<file path="config.mk">
export PLATFORM = sky130hd
export DESIGN_NAME = bound_flasher
export DESIGN_NICKNAME = d
export VERILOG_FILES = /design/src/rtl/bound_flasher_pkg.sv /design/src/rtl/flasher_bar_dec.sv /design/src/rtl/bound_flasher.sv
export SDC_FILE = /design/constraint.sdc
export NUM_CORES = 1
export LEC_CHECK = 0
export BUFFER_PORTS_ARGS = -buffer_cell sky130_fd_sc_hd__buf_2
export CELL_PAD_IN_SITES_DETAIL_PLACEMENT = 1
export CELL_PAD_IN_SITES_GLOBAL_PLACEMENT = 1
export CORE_ASPECT_RATIO = 0.6
export CORE_MARGIN = 2
export CORE_UTILIZATION = 47
export CTS_CLUSTER_DIAMETER = 100
export CTS_CLUSTER_SIZE = 28
export DETAILED_ROUTE_END_ITERATION = 16
export PLACE_DENSITY_LB_ADDON = 0.1
export SLEW_MARGIN = 30
export SYNTH_ARGS = -nofsm -noshare
export SYNTH_HDL_FRONTEND = slang
export SYNTH_SLANG_ARGS = --single-unit
</file>
<file path="constraint.sdc">
create_clock -name clk -period 3.8 [get_ports clk]
set_input_delay 0.19 -clock clk [delete_from_list [all_inputs] [get_ports clk]]
set_output_delay 0.19 -clock clk [all_outputs]
set_load 0.01 [all_outputs]
</file>
<file path="src/rtl/bound_flasher_pkg.sv">
// Shared types and constants for the bound_flasher LED sequencer.
package bound_flasher_pkg;

    localparam int LAMPS = 16;
    localparam int CW    = 5;

    // Level-count landmarks of the bouncing sequence.
    localparam logic [CW-1:0] KICK_LO = 5'd6;
    localparam logic [CW-1:0] KICK_HI = 5'd11;
    localparam logic [CW-1:0] MID_MIN = 5'd5;
    localparam logic [CW-1:0] MAX_C   = 5'd16;

    // Sequencer phases; encoding 3'd7 is unused and recovers to IDLE.
    typedef enum logic [2:0] {
        IDLE = 3'd0,
        UP_A = 3'd1,
        DN_A = 3'd2,
        UP_B = 3'd3,
        DN_B = 3'd4,
        UP_C = 3'd5,
        DN_C = 3'd6
    } state_t;

endpackage

</file>
<file path="src/rtl/flasher_bar_dec.sv">
// Thermometer decoder: lamp i is lit whenever i is below the level count.
module flasher_bar_dec
    import bound_flasher_pkg::*;
(
    input  logic [CW-1:0]    level,
    output logic [LAMPS-1:0] bar
);

    // Each lamp compares its own index against the level.
    always_comb begin
        bar = '0;
        for (int i = 0; i < LAMPS; i++) begin
            bar[i] = (CW'(i) < level);
        end
    end

endmodule

</file>
<file path="src/rtl/bound_flasher.sv">
// Bouncing LED bar sequencer: FSM plus level counter, LEDs driven from registers.
module bound_flasher
    import bound_flasher_pkg::*;
(
    input  logic             clk,
    input  logic             rst_n,
    input  logic             flick,
    output logic [LAMPS-1:0] LEDs
);

    state_t           state;
    state_t           state_nxt;
    logic [CW-1:0]    c;
    logic [CW-1:0]    c_nxt;
    logic [LAMPS-1:0] bar_nxt;

    // Next phase and level, evaluated from the current level and flick.
    always_comb begin
        state_nxt = state;
        c_nxt     = c;
        case (state)
            IDLE: begin
                if (flick) begin
                    state_nxt = UP_A;
                    c_nxt     = 5'd1;
                end else begin
                    c_nxt = '0;
                end
            end
            UP_A: begin
                if (c >= KICK_LO) begin
                    state_nxt = DN_A;
                    c_nxt     = c - 5'd1;
                end else begin
                    c_nxt = c + 5'd1;
                    if (c == MID_MIN) begin
                        state_nxt = DN_A;
                    end
                end
            end
            DN_A: begin
                if (c == '0) begin
                    state_nxt = UP_B;
                    c_nxt     = 5'd1;
                end else begin
                    c_nxt = c - 5'd1;
                end
            end
            UP_B: begin
                if (c == KICK_LO && flick) begin
                    state_nxt = DN_A;
                    c_nxt     = MID_MIN;
                end else if (c >= KICK_HI) begin
                    state_nxt = flick ? DN_A : DN_B;
                    c_nxt     = KICK_HI - 5'd1;
                end else begin
                    c_nxt = c + 5'd1;
                end
            end
            DN_B: begin
                if (c <= MID_MIN) begin
                    state_nxt = UP_C;
                    c_nxt     = KICK_LO;
                end else begin
                    c_nxt = c - 5'd1;
                end
            end
            UP_C: begin
                if (c == KICK_HI && flick) begin
                    state_nxt = DN_B;
                    c_nxt     = KICK_HI - 5'd1;
                end else if (c >= MAX_C) begin
                    state_nxt = DN_C;
                    c_nxt     = MAX_C - 5'd1;
                end else begin
                    c_nxt = c + 5'd1;
                end
            end
            DN_C: begin
                if (c == '0) begin
                    state_nxt = IDLE;
                    c_nxt     = '0;
                end else begin
                    c_nxt = c - 5'd1;
                end
            end
            default: begin
                state_nxt = IDLE;
                c_nxt     = '0;
            end
        endcase
    end

    flasher_bar_dec u_dec (
        .level (c_nxt),
        .bar   (bar_nxt)
    );

    // Register phase, level and the decoded bar together so LEDs track c exactly.
    always_ff @(posedge clk or negedge rst_n) begin
        if (!rst_n) begin
            state <= IDLE;
            c     <= '0;
            LEDs  <= '0;
        end else begin
            state <= state_nxt;
            c     <= c_nxt;
            LEDs  <= bar_nxt;
        end
    end

endmodule

</file>
; ---- After elaboration in Yosys (flattened, before gate mapping)
; Index checks and enable logic that the tools add are counted.
[totals]
register_bits = 24
[classes]
add_sub_neg = 2
order_cmp = 20
eq_ne = 16
mux = 22
reduce_logical = 5
[op_table]
columns = op, n
row1 = "4-bit by 5-bit less-than comparator with 1-bit output, first input constant", 8
row2 = 5-bit two-way mux, 8
row3 = 5-bit case mux with 7 select lines, 1
row4 = 3-bit two-way mux, 11
row5 = 3-bit case mux with 7 select lines, 1
row6 = "3-bit by 5-bit less-than comparator with 1-bit output, first input constant", 4
row7 = "5-bit by 3-bit equality test with 1-bit output, second input constant", 2
row8 = "1-bit by 5-bit less-than comparator with 1-bit output, first input constant", 2
row9 = "2-bit by 5-bit less-than comparator with 1-bit output, first input constant", 2
row10 = "3-bit equality test, second input constant", 3
row11 = "3-bit inequality test, second input constant", 3
row12 = "2-bit inequality test, second input constant", 4
row13 = 7-bit AND reduction, 1
row14 = "3-bit by 2-bit equality test with 1-bit output, second input constant", 2
row15 = "5-bit by 1-bit adder with 5-bit output, second input constant", 1
row16 = "5-bit by 4-bit equality test with 1-bit output, second input constant", 1
row17 = "5-bit by 3-bit >= comparator with 1-bit output, second input constant", 1
row18 = "5-bit by 4-bit >= comparator with 1-bit output, second input constant", 1
row19 = "5-bit >= comparator, second input constant", 1
row20 = "5-bit by 3-bit <= comparator with 1-bit output, second input constant", 1
row21 = 5-bit logical NOT, 1
row22 = "5-bit by 1-bit subtractor with 5-bit output, second input constant", 1
row23 = "3-bit by 1-bit equality test with 1-bit output, second input constant", 1
row24 = 3-bit logical NOT, 1
row25 = 2 further kinds, 3

; ---- Depth between registers and ports, before layout
; Gate-level depths: netlist of run 1.
[logic_depth]
word_depth = 5
depth_mapped = 10

; ---- Modules after synthesis
; A second synthesis of run 1 with hierarchy kept.
[hier_totals]
hier_cells = 155
area_unflattened_um2 = 1496.4
[by_module_without_submodules]
columns = module, instances, cells_per_inst, area_each_um2
row1 = bound_flasher, 1, 127, 1331.3
row2 = flasher_bar_dec, 1, 28, 165.2

; ---- Worst setup path before layout of run 1
; OpenSTA, ideal clock, no wires.
[synth_path]
kind = register to register
from = register c[0]
to = register LEDs[2]
setup_time_ps = 128
arrival_time_ps = 1998
slack_ps = 1674
path_stages_with_launch = 11
period_less_slack_ps = 2126
path_cell_list = dfrtp_1 -> buf_6 -> inv_1 -> ha_1 -> nor4b_4 -> nor3b_2 -> a211oi_2 -> o22a_4 -> nor2b_4 -> buf_6 -> nand3_1
[synth_via]
elab_chain_cells = 5
[synth_rtl]
columns = item, line_no
row1 = from (decl), bound_flasher.sv:13  ; logic [CW-1:0] c;
row2 = from (signal assigned), bound_flasher.sv:107  ; c <= c_nxt;
row3 = 5-bit by 1-bit adder with 5-bit output (tied with other cells), "bound_flasher.sv:35, bound_flasher.sv:57, bound_flasher.sv:76"
row4 = 5-bit two-way mux (tied with other cells), bound_flasher.sv:72  ; end else if (c >= MAX_C) begin
row5 = 5-bit two-way mux (on tied branches), "bound_flasher.sv:69, bound_flasher.sv:50"
row6 = 5-bit case mux with 7 select lines (*), bound_flasher.sv:21  ; case (state)
row7 = 2-bit by 5-bit less-than comparator with 1-bit output (*), flasher_bar_dec.sv:13  ; bar[i] = (CW'(i) < level);
row8 = net bar_nxt[2], bound_flasher.sv:15  ; logic [LAMPS-1:0] bar_nxt;
row9 = to (signal assigned), bound_flasher.sv:108  ; LEDs <= bar_nxt;
row10 = to (decl), bound_flasher.sv:8  ; output logic [LAMPS-1:0] LEDs
; Mark *: on every way through the listed nets, which the timed path passes. The rest lies on a longest branch.
; A chain may end at the register's enable or synchronous reset.

; ---- Worst setup path in the final report of run 1
[layout_path]
from = register state[0]
to = register LEDs[6]
[layout_via]
elab_chain_cells = 3
[layout_rtl]
columns = item, line_no
row1 = from (decl), bound_flasher.sv:11  ; state_t state;
row2 = from (signal assigned), bound_flasher.sv:106  ; state <= state_nxt;
row3 = 3-bit equality test (tied with other cells), bound_flasher.sv:21
row4 = 5-bit case mux with 7 select lines (*), bound_flasher.sv:21
row5 = net c_nxt[0], bound_flasher.sv:14  ; logic [CW-1:0] c_nxt;
row6 = 3-bit by 5-bit less-than comparator with 1-bit output (*), flasher_bar_dec.sv:13
row7 = net bar_nxt[6], bound_flasher.sv:15
; Marks and branches as above.

==> report_table.html, run 1 <==
<table>
<tr><th>Metric</th><th>Value</th></tr>
<tr><th colspan="2">Run status</th></tr>
<tr><td>Outcome</td><td>complete, no violations</td></tr>
<tr><th colspan="2">Synthesis</th></tr>
<tr><td>XOR/XNOR Fraction of Synth Area</td><td>3.01%</td></tr>
<tr><td>Post-synthesis sequential element count</td><td>23</td></tr>
<tr><td>Commonest cells in the synthesized netlist</td><td>sky130_fd_sc_hd__dfrtp_1 (23), sky130_fd_sc_hd__nand2_1 (17), sky130_fd_sc_hd__a21oi_1 (9), sky130_fd_sc_hd__o21ai_0 (9), sky130_fd_sc_hd__inv_1 (8)</td></tr>
<tr><td>Post-synthesis sequential area ratio</td><td>approximately 40%</td></tr>
<tr><td>Share of the synthesized area in the top cell type</td><td>about two fifths</td></tr>
<tr><td>Prevailing post-synth register cell</td><td>sky130_fd_sc_hd__dfrtp_1</td></tr>
<tr><td>Most common cell in the netlist</td><td>sky130_fd_sc_hd__dfrtp_1</td></tr>
<tr><td>Compound-cell area share of the yosys netlist</td><td>23.3%</td></tr>
<tr><td>Gate count of the mapped netlist</td><td>about 150</td></tr>
<tr><td>Post-synth EDFFs</td><td>0</td></tr>
<tr><td>Yosys cell types</td><td>50</td></tr>
<tr><td>Cell types occupying the most area after synthesis</td><td>sky130_fd_sc_hd__dfrtp_1 (40%), sky130_fd_sc_hd__nand2_1 (4.4%), sky130_fd_sc_hd__ha_1 (3.4%)</td></tr>
<tr><td>Net count after synthesis</td><td>around 160</td></tr>
<tr><td>Cell type with the largest total area after synthesis</td><td>sky130_fd_sc_hd__dfrtp_1</td></tr>
<tr><td>Combinational family with the most area after synthesis</td><td>compound AO/OA/AOI/OAI gates</td></tr>
<tr><td>Yosys warnings</td><td>0</td></tr>
<tr><td>Async S/R FF share, synth</td><td>between 90% and 100%</td></tr>
<tr><td>Netlist area before placement</td><td>0.00146 mm2</td></tr>
<tr><td>Share of synthesized cell area in and, or, nand and nor gates</td><td>23.3%</td></tr>
<tr><td>Adder-cell share of the synthesized area</td><td>around 3.4%</td></tr>
<tr><td>Mean cell area of the mapped netlist</td><td>approximately 9.8 um2</td></tr>
<tr><td>Mux contribution to synthesized area</td><td>less than 1%</td></tr>
<tr><th colspan="2">Floorplan</th></tr>
<tr><td>Initial standard-cell utilization of the core</td><td>about half</td></tr>
<tr><td>Area of the placeable core</td><td>0.00291 mm2</td></tr>
<tr><td>Die width</td><td>around 76 um</td></tr>
<tr><td>Number of top-level design ports</td><td>19</td></tr>
<tr><td>Height of the die</td><td>between 40 and 50 um</td></tr>
<tr><td>Rows</td><td>15</td></tr>
<tr><td>Die ar.</td><td>0.00357 mm2</td></tr>
<tr><th colspan="2">CTS</th></tr>
<tr><td>Number of sinks on the clock net</td><td>23</td></tr>
<tr><td>Inserted Clock Buffers</td><td>3</td></tr>
<tr><td>Post-CTS setup repair buffer count</td><td>0</td></tr>
<tr><td>CTS Root Buffer Type</td><td>sky130_fd_sc_hd__clkbuf_8</td></tr>
<tr><td>Clk slew on worst S/H paths</td><td>0.08 ns</td></tr>
<tr><td>Deepest clock path buffer count</td><td>2</td></tr>
<tr><td>CTS tree</td><td>yes</td></tr>
<tr><td>Post_cts resized</td><td>0</td></tr>
<tr><td>Clock latency at the later pin of the worst-skew pair</td><td>0.26 ns</td></tr>
<tr><td>Number of levels the H-tree was split into</td><td>1</td></tr>
<tr><th colspan="2">Setup path</th></tr>
<tr><td>R2R depth</td><td>6</td></tr>
<tr><td>Crit end category</td><td>register</td></tr>
<tr><td>Highest-delay cell along the critical path</td><td>sky130_fd_sc_hd__dfrtp_1</td></tr>
<tr><td>List of cells traversed by the critical path</td><td>nand3b_1, or4_1, o311a_1, o211ai_1, nand2_1, o21ai_1</td></tr>
<tr><td>Cell family with most CP delay</td><td>simple AND/OR/NAND/NOR gates</td></tr>
<tr><td>Count of cell instances traversed by the critical path</td><td>6</td></tr>
<tr><td>Arrival time worst endpoint</td><td>2.78 ns</td></tr>
<tr><td>Crit-path max FO</td><td>18</td></tr>
<tr><td>Worst Path Class, Setup</td><td>reg -&gt; reg</td></tr>
<tr><td>Worst path bufs/invs</td><td>0</td></tr>
<tr><td>Critical Path Start Type</td><td>register</td></tr>
<tr><td>Worst Path Required</td><td>~4.0 ns</td></tr>
<tr><td>Largest stage delay on the critical path</td><td>between 0.7 and 0.8 ns</td></tr>
<tr><th colspan="2">STA</th></tr>
<tr><td>Largest clock skew in the final design</td><td>approximately 0.0019 ns</td></tr>
<tr><td>Max Freq</td><td>just under 400 MHz</td></tr>
<tr><td>Final Hold Vio Count</td><td>0</td></tr>
<tr><td>RSZ-0062 raised after global routing</td><td>no</td></tr>
<tr><td>Worst slew margin relative to its limit</td><td>between 50% and 60%</td></tr>
<tr><td>Actual transition at the worst max-transition pin</td><td>around 0.62 ns</td></tr>
<tr><td>Pins Over Slew Limit</td><td>0</td></tr>
<tr><td>Final period demand of the worst path</td><td>about 2.6 ns</td></tr>
<tr><td>Final WS setup</td><td>1.20 ns</td></tr>
<tr><td>Final Setup Violations</td><td>0</td></tr>
<tr><td>Total negative setup slack</td><td>0 ns</td></tr>
<tr><td>Tcrit/Tclk final</td><td>about two thirds</td></tr>
<tr><th colspan="2">Placed design</th></tr>
<tr><td>Placed Instances</td><td>200</td></tr>
<tr><td>Half-perimeter wire length after placement</td><td>about 3000 um</td></tr>
<tr><td>Placement-stage cell area</td><td>~0.0015 mm2</td></tr>
<tr><td>Placer Congestion</td><td>1.00</td></tr>
<tr><td>IO buf count</td><td>18</td></tr>
<tr><td>Pre-CTS WS</td><td>approximately 1.3 ns</td></tr>
<tr><th colspan="2">Power and ir drop</th></tr>
<tr><td>Proportion of power drawn by the clock network</td><td>around 9%</td></tr>
<tr><td>Switching part of the total</td><td>between 50% and 60%</td></tr>
<tr><td>Part of the power in combinational logic</td><td>between 60% and 70%</td></tr>
<tr><td>Power density cells</td><td>between 1000 and 1500 mW/mm2</td></tr>
<tr><td>Share of total power in sequential cells</td><td>a little under a third</td></tr>
<tr><td>Worst VDD drop</td><td>~0.00045 V</td></tr>
<tr><td>Internal power summed over all cells</td><td>approximately 810 uW</td></tr>
<tr><td>Switching Power</td><td>about 820 uW</td></tr>
<tr><td>Reported leakage power</td><td>between 0.7 and 0.8 nW</td></tr>
<tr><th colspan="2">Worst hold path</th></tr>
<tr><td>Classification of the worst-slack hold path</td><td>in -&gt; reg</td></tr>
<tr><td>Cell depth of the worst hold path</td><td>3</td></tr>
<tr><th colspan="2">Detailed routing</th></tr>
<tr><td>Routed wire length per instance</td><td>approximately 19 um</td></tr>
<tr><td>Routed vias</td><td>approximately 1,200</td></tr>
<tr><td>WL final</td><td>between 3000 and 4000 um</td></tr>
<tr><td>Final routed DRC violation total</td><td>0</td></tr>
<tr><td>Detailed Routing Iterations Pass 1</td><td>4</td></tr>
<tr><td>Detail-routed via count per cell</td><td>~5.8</td></tr>
<tr><td>Remaining number of nets flagged by the antenna check after routing</td><td>0</td></tr>
<tr><td>Initial drt markers</td><td>89</td></tr>
<tr><th colspan="2">Job</th></tr>
<tr><td># Max-Cap Violations</td><td>0</td></tr>
<tr><th colspan="2">Cells and area</th></tr>
<tr><td>Antenna diode instance count</td><td>0</td></tr>
<tr><td>Cell Count, Final, Fillers Out</td><td>205</td></tr>
<tr><td>Nets@finish</td><td>around 170</td></tr>
<tr><td>Core utilization of the finished layout</td><td>54.5%</td></tr>
<tr><td>Share of post-route cells with drive strength above 1</td><td>between 20% and 30%</td></tr>
<tr><td>Post-Layout Inst Area</td><td>between 0.0015 and 0.002 mm2</td></tr>
<tr><td>Area added between synthesis and finish</td><td>8.85%</td></tr>
<tr><th colspan="2">GRT</th></tr>
<tr><td>Antenna violations before repair</td><td>0</td></tr>
<tr><td>Global Route Usage Sum</td><td>24.2%</td></tr>
<tr><td>Met1 usage in global routing</td><td>between 30% and 40%</td></tr>
<tr><td>Met2 track demand over resource in global routing</td><td>around a third</td></tr>
<tr><td>Number of global-route vias before repair</td><td>1,162</td></tr>
<tr><td>Maximum number of pins on one net before global-route repair</td><td>24</td></tr>
<tr><td>First-pass GRT wire length</td><td>6130 um</td></tr>
<tr><td>Met3 track demand over resource in global routing</td><td>about 7.3%</td></tr>
<tr><td>Overflow left after global routing</td><td>0</td></tr>
<tr><td>Busiest grt layer</td><td>met1</td></tr>
</table>
## final timing paths
kind | start | endpoint | slack (ns)
min in group asynchronous | rst_n | c[0] | 0.44
max in group asynchronous | rst_n | c[3] | 3.02
min reg2reg | state[2] | state[2] | 0.66
max reg2reg | state[0] | LEDs[6] | 1.20
max | state[0] | LEDs[6] | 1.20
min | flick | state[2] | 0.39
## final cells by class
class	instances	area (um2)
tap	42	52.6
clock buffer	4	45.0
inverter	8	30.0
fill	333	1320
timing repair buffer	19	100
sequential	23	576
multi-input combinational	109	782
## repair_timing
action / 4_1_cts / 5_1_grt
endpoints found under the setup margin: 0 / 0
hold buffers: 1 / 0
hold endpoints to repair: 23 / 0
## per-layer routing
layer	share of wire, %	up-vias	wire [um]
li1	-	572	-
met1	52	584	1970
met2	41	41	1560
met3	7.1	2	270
met4	0.52	0	20
met5	0	-	0
## kinds of logic after synthesis
group / after synthesis
mux: 1
simple gates: 53
compound gates: 46
xor+xnor: 5
buf+inv: 17
fa+ha+maj: 4
flops: 23
## tightest hold or removal path, stage by stage
cell	delay, ns
sky130_fd_sc_hd__buf_2	0.18
sky130_fd_sc_hd__nand3b_1	0.15
sky130_fd_sc_hd__o21ai_0	0.08
## through the flow
step	hold WS (ns)	power [mW]
2_1_floorplan	-0.106	1.24
3_3_place_gp	0.183	1.44
4_1_cts	0.389	1.62
5_1_grt	0.428	1.76
3_5_place_dp	0.190	1.47
6_report	0.394	1.63
## state kept, by name, indices dropped and copies added (netlist names)
register,cells
state,3
LEDs,16
c,4
## power by group through the flow
stage / combinational [mW] / clock, mW / sequential, mW
after floorplan: 0.795 / 0 / 0.449
after global placement: 0.941 / 0 / 0.497
after detailed placement: 0.966 / 0 / 0.505
after CTS: 0.972 / 0.151 / 0.501
after global routing: 1.08 / 0.161 / 0.521
final: 0.977 / 0.148 / 0.503
## cell usage in the layout (no fill, tap or decap), types with 4 or more instances in the layout
master | netlist | final
sky130_fd_sc_hd__dfrtp_1 | 23 | 23
sky130_fd_sc_hd__o21ai_1 | 6 | 6
sky130_fd_sc_hd__nand3b_1 | 4 | 4
sky130_fd_sc_hd__a21oi_1 | 9 | 9
sky130_fd_sc_hd__o21ai_0 | 9 | 9
sky130_fd_sc_hd__ha_1 | 4 | 4
sky130_fd_sc_hd__nand2_1 | 17 | 17
sky130_fd_sc_hd__buf_2 | 1 | 18
sky130_fd_sc_hd__nand3_1 | 6 | 6
sky130_fd_sc_hd__nor2_1 | 6 | 6
sky130_fd_sc_hd__xnor2_1 | 4 | 4
sky130_fd_sc_hd__inv_1 | 8 | 8
No activity file was read; power rests on OpenSTA's default activity.
==> run 2: changes to the inputs <==
- CORE_UTILIZATION: 47 -> 44
- clock period: 3.8 -> 2.6 ns (I/O delays scaled with it)
==> run 2 against run 1 <==
Global-route usage down 0.52 points. Fmax up 8.8%. Critical path depth up 1. Highest routed layer unchanged.
==> report_table.html, run 2 (same netlist as run 1, synthesis figures left out) <==
<table>
<tr><th>Metric</th><th>Value</th></tr>
<tr><th colspan="2">Cells and area</th></tr>
<tr><td>Number of flip-flops in the largest register</td><td>16</td></tr>
<tr><td>Share of post-route cells with drive strength above 1</td><td>between 20 and 30%</td></tr>
<tr><td>Leading cell type in the layout, fill and taps excluded</td><td>sky130_fd_sc_hd__dfrtp_1</td></tr>
<tr><td>Nets@finish</td><td>180</td></tr>
<tr><td>Reg with most FFs</td><td>LEDs</td></tr>
<tr><td>Antenna diode instance count</td><td>0</td></tr>
<tr><td>Area added between synthesis and finish</td><td>14.1%</td></tr>
<tr><td>Top library cells by usage in the layout, fill and taps aside</td><td>sky130_fd_sc_hd__dfrtp_1 (22), sky130_fd_sc_hd__buf_2 (18), sky130_fd_sc_hd__nand2_1 (17)</td></tr>
<tr><td># fillers</td><td>377</td></tr>
<tr><td>Registers with the most flip-flops</td><td>LEDs x16, c x4, state x3</td></tr>
<tr><th colspan="2">Placed design</th></tr>
<tr><td>IO buf count</td><td>18</td></tr>
<tr><td>Placer Congestion</td><td>a little under 0.9</td></tr>
<tr><td>Half-perimeter wire length after placement</td><td>approximately 3200 um</td></tr>
<tr><th colspan="2">Setup path</th></tr>
<tr><td>Crit end category</td><td>register</td></tr>
<tr><td>Crit-path max FO</td><td>8</td></tr>
<tr><td>Highest-delay cell along the critical path</td><td>sky130_fd_sc_hd__dfrtp_1</td></tr>
<tr><td>Largest stage delay on the critical path</td><td>0.48 ns</td></tr>
<tr><td>Worst Path Class, Setup</td><td>reg -&gt; reg</td></tr>
<tr><td>Arrival time worst endpoint</td><td>roughly 2.6 ns</td></tr>
<tr><td>List of cells traversed by the critical path</td><td>ha_1, a211o_1, a21o_1, a2111o_1, nand4_2, nand2_1, o21ai_1</td></tr>
<tr><td>Worst Path Required</td><td>roughly 2.8 ns</td></tr>
<tr><td>Critical Path Start Type</td><td>register</td></tr>
<tr><td>Flop-to-flop setup slack</td><td>~0.21 ns</td></tr>
<tr><th colspan="2">Detailed routing</th></tr>
<tr><td>Remaining number of nets flagged by the antenna check after routing</td><td>0</td></tr>
<tr><td>Final routed DRC violation total</td><td>0</td></tr>
<tr><td>Detail-routed via count per cell</td><td>5.71</td></tr>
<tr><td>Routed wire length per instance</td><td>roughly 19 um</td></tr>
<tr><td>WL final</td><td>4050 um</td></tr>
<tr><td>Detailed Routing Iterations Pass 1</td><td>4</td></tr>
<tr><td>Routed vias</td><td>roughly 1,200</td></tr>
<tr><td>Initial drt markers</td><td>~140</td></tr>
<tr><th colspan="2">CTS</th></tr>
<tr><td>CTS Root Buffer Type</td><td>sky130_fd_sc_hd__clkbuf_8</td></tr>
<tr><td>Inserted Clock Buffers</td><td>3</td></tr>
<tr><td>Deepest clock path buffer count</td><td>2</td></tr>
<tr><td>Number of sinks on the clock net</td><td>23</td></tr>
<tr><td>Post-CTS setup repair buffer count</td><td>0</td></tr>
<tr><td>Number of levels the H-tree was split into</td><td>1</td></tr>
<tr><td>CTS tree</td><td>yes</td></tr>
<tr><td>Clk slew on worst S/H paths</td><td>about 0.080 ns</td></tr>
<tr><td>Clock latency at the later pin of the worst-skew pair</td><td>about 0.26 ns</td></tr>
<tr><th colspan="2">STA</th></tr>
<tr><td>Largest clock skew in the final design</td><td>~0.0029 ns</td></tr>
<tr><td>Total negative setup slack</td><td>0 ns</td></tr>
<tr><td>Final Setup Violations</td><td>0</td></tr>
<tr><td>Final Hold Vio Count</td><td>0</td></tr>
<tr><td>RSZ-0062 raised after global routing</td><td>no</td></tr>
<tr><td>Tcrit/Tclk final</td><td>91.9%</td></tr>
<tr><td>Actual transition at the worst max-transition pin</td><td>about 0.54 ns</td></tr>
<tr><td>Worst slew margin relative to its limit</td><td>63.9%</td></tr>
<tr><td>Final period demand of the worst path</td><td>between 2 and 2.5 ns</td></tr>
<tr><td>Max Freq</td><td>between 400 and 500 MHz</td></tr>
<tr><td>Pins Over Slew Limit</td><td>0</td></tr>
<tr><th colspan="2">Power and ir drop</th></tr>
<tr><td>Worst VDD drop</td><td>about 0.00074 V</td></tr>
<tr><td>Total Power</td><td>2.49 mW</td></tr>
<tr><td>Power density cells</td><td>approximately 1500 mW/mm2</td></tr>
<tr><td>Reported leakage power</td><td>0.770 nW</td></tr>
<tr><th colspan="2">Floorplan</th></tr>
<tr><td>Height of the die</td><td>between 40 and 50 um</td></tr>
<tr><td>Initial standard-cell utilization of the core</td><td>approximately 45%</td></tr>
<tr><td>Die ar.</td><td>approximately 0.0038 mm2</td></tr>
<tr><td>Rows</td><td>16</td></tr>
<tr><td>Number of top-level design ports</td><td>19</td></tr>
<tr><td>Die width</td><td>around 80 um</td></tr>
<tr><td>Area of the placeable core</td><td>roughly 0.0032 mm2</td></tr>
<tr><th colspan="2">GRT</th></tr>
<tr><td>Number of global-route vias before repair</td><td>1,295</td></tr>
<tr><td>Global Route Usage Sum</td><td>23.7%</td></tr>
<tr><td>First-pass GRT wire length</td><td>slightly below 7000 um</td></tr>
<tr><td>Antenna violations before repair</td><td>0</td></tr>
<tr><td>Overflow left after global routing</td><td>0</td></tr>
<tr><td>Maximum number of pins on one net before global-route repair</td><td>24</td></tr>
<tr><th colspan="2">Run status</th></tr>
<tr><td>Outcome</td><td>complete, no violations</td></tr>
<tr><th colspan="2">Worst hold path</th></tr>
<tr><td>Classification of the worst-slack hold path</td><td>in -&gt; reg</td></tr>
<tr><th colspan="2">Job</th></tr>
<tr><td># Max-Cap Violations</td><td>0</td></tr>
</table>
## run 2: cell types whose count changed in the layout (fill, tap and decap cells not counted)
cell / delta
sky130_fd_sc_hd__dfrtp_2: +1
sky130_fd_sc_hd__o21ai_0: -1
sky130_fd_sc_hd__buf_4: +9
sky130_fd_sc_hd__o21ai_2: +1
sky130_fd_sc_hd__dfrtp_1: -1
## run 2: repair_timing
action / in CTS / in global routing
setup endpoints to repair: 0 / 12
resized for setup: 0 / 3
hold buffers: 1 / 0
endpoints found under the hold margin: 23 / 0
## run 2: worst max-delay path: cells and delay by family (launching register included)
| family | cells | cell delay (ns) |
|---|---|---|
| AOI/OAI and AO/OA | 4 | 1.16 |
| adders and majority gates | 1 | 0.31 |
| and+or+nand+nor | 2 | 0.35 |
| DFF | 1 | 0.48 |
## run 2: final cells by class
cell class | instances | area (um2) | share of cell area, %
repair buffers | 28 | 168 | 10.1
inverters | 8 | 30.0 | 1.81
clock buffers | 4 | 45.0 | 2.71
well taps | 45 | 56.3 | 3.39
flip-flops and latches | 23 | 577 | 34.7
multi-input cells | 109 | 786 | 47.3
## run 2: per-stage QoR
step | hold slack [ns] | instance area [um2] | std cells | setup WS, ns | util (%)
finish | 0.312 | 1660 | 217 | 0.212 | 51.9
floorplan | -0.166 | 1460 | 149 | 0.474 | -
detailed placement | 0.123 | 1600 | 212 | 0.183 | 50.0
global route | 0.350 | 1660 | 217 | 0.0208 | 51.9
CTS | 0.307 | 1660 | 217 | 0.163 | 51.7
global placement | 0.107 | 1600 | 212 | 0.176 | 50.0
## run 2: path summary, 6_finish.rpt
kind,startpoint,to,cells after the start
worst max-delay path,c[1],LEDs[12],7
worst min-delay path,flick,state[2],3
worst max register to register,c[1],LEDs[12],7
worst min register to register,state[2],state[2],2
max in group asynchronous,rst_n,c[0],2
min in group asynchronous,rst_n,LEDs[12],2
## run 2: layer usage
layer  track usage [%]  up-vias  share of wire [%]
met2              33.8       49                 42
met5                 0        -                  0
met3              7.65        2                6.7
met4              2.63        0               0.20
met1              36.3      601                 51
li1                  -      586                  -
## run 2: report_power, final
part	internal [mW]	leakage, nW	switching, mW
Clock	0.109	0.0228	0.105
Combinational	0.617	0.461	0.964
Sequential	0.522	0.287	0.175
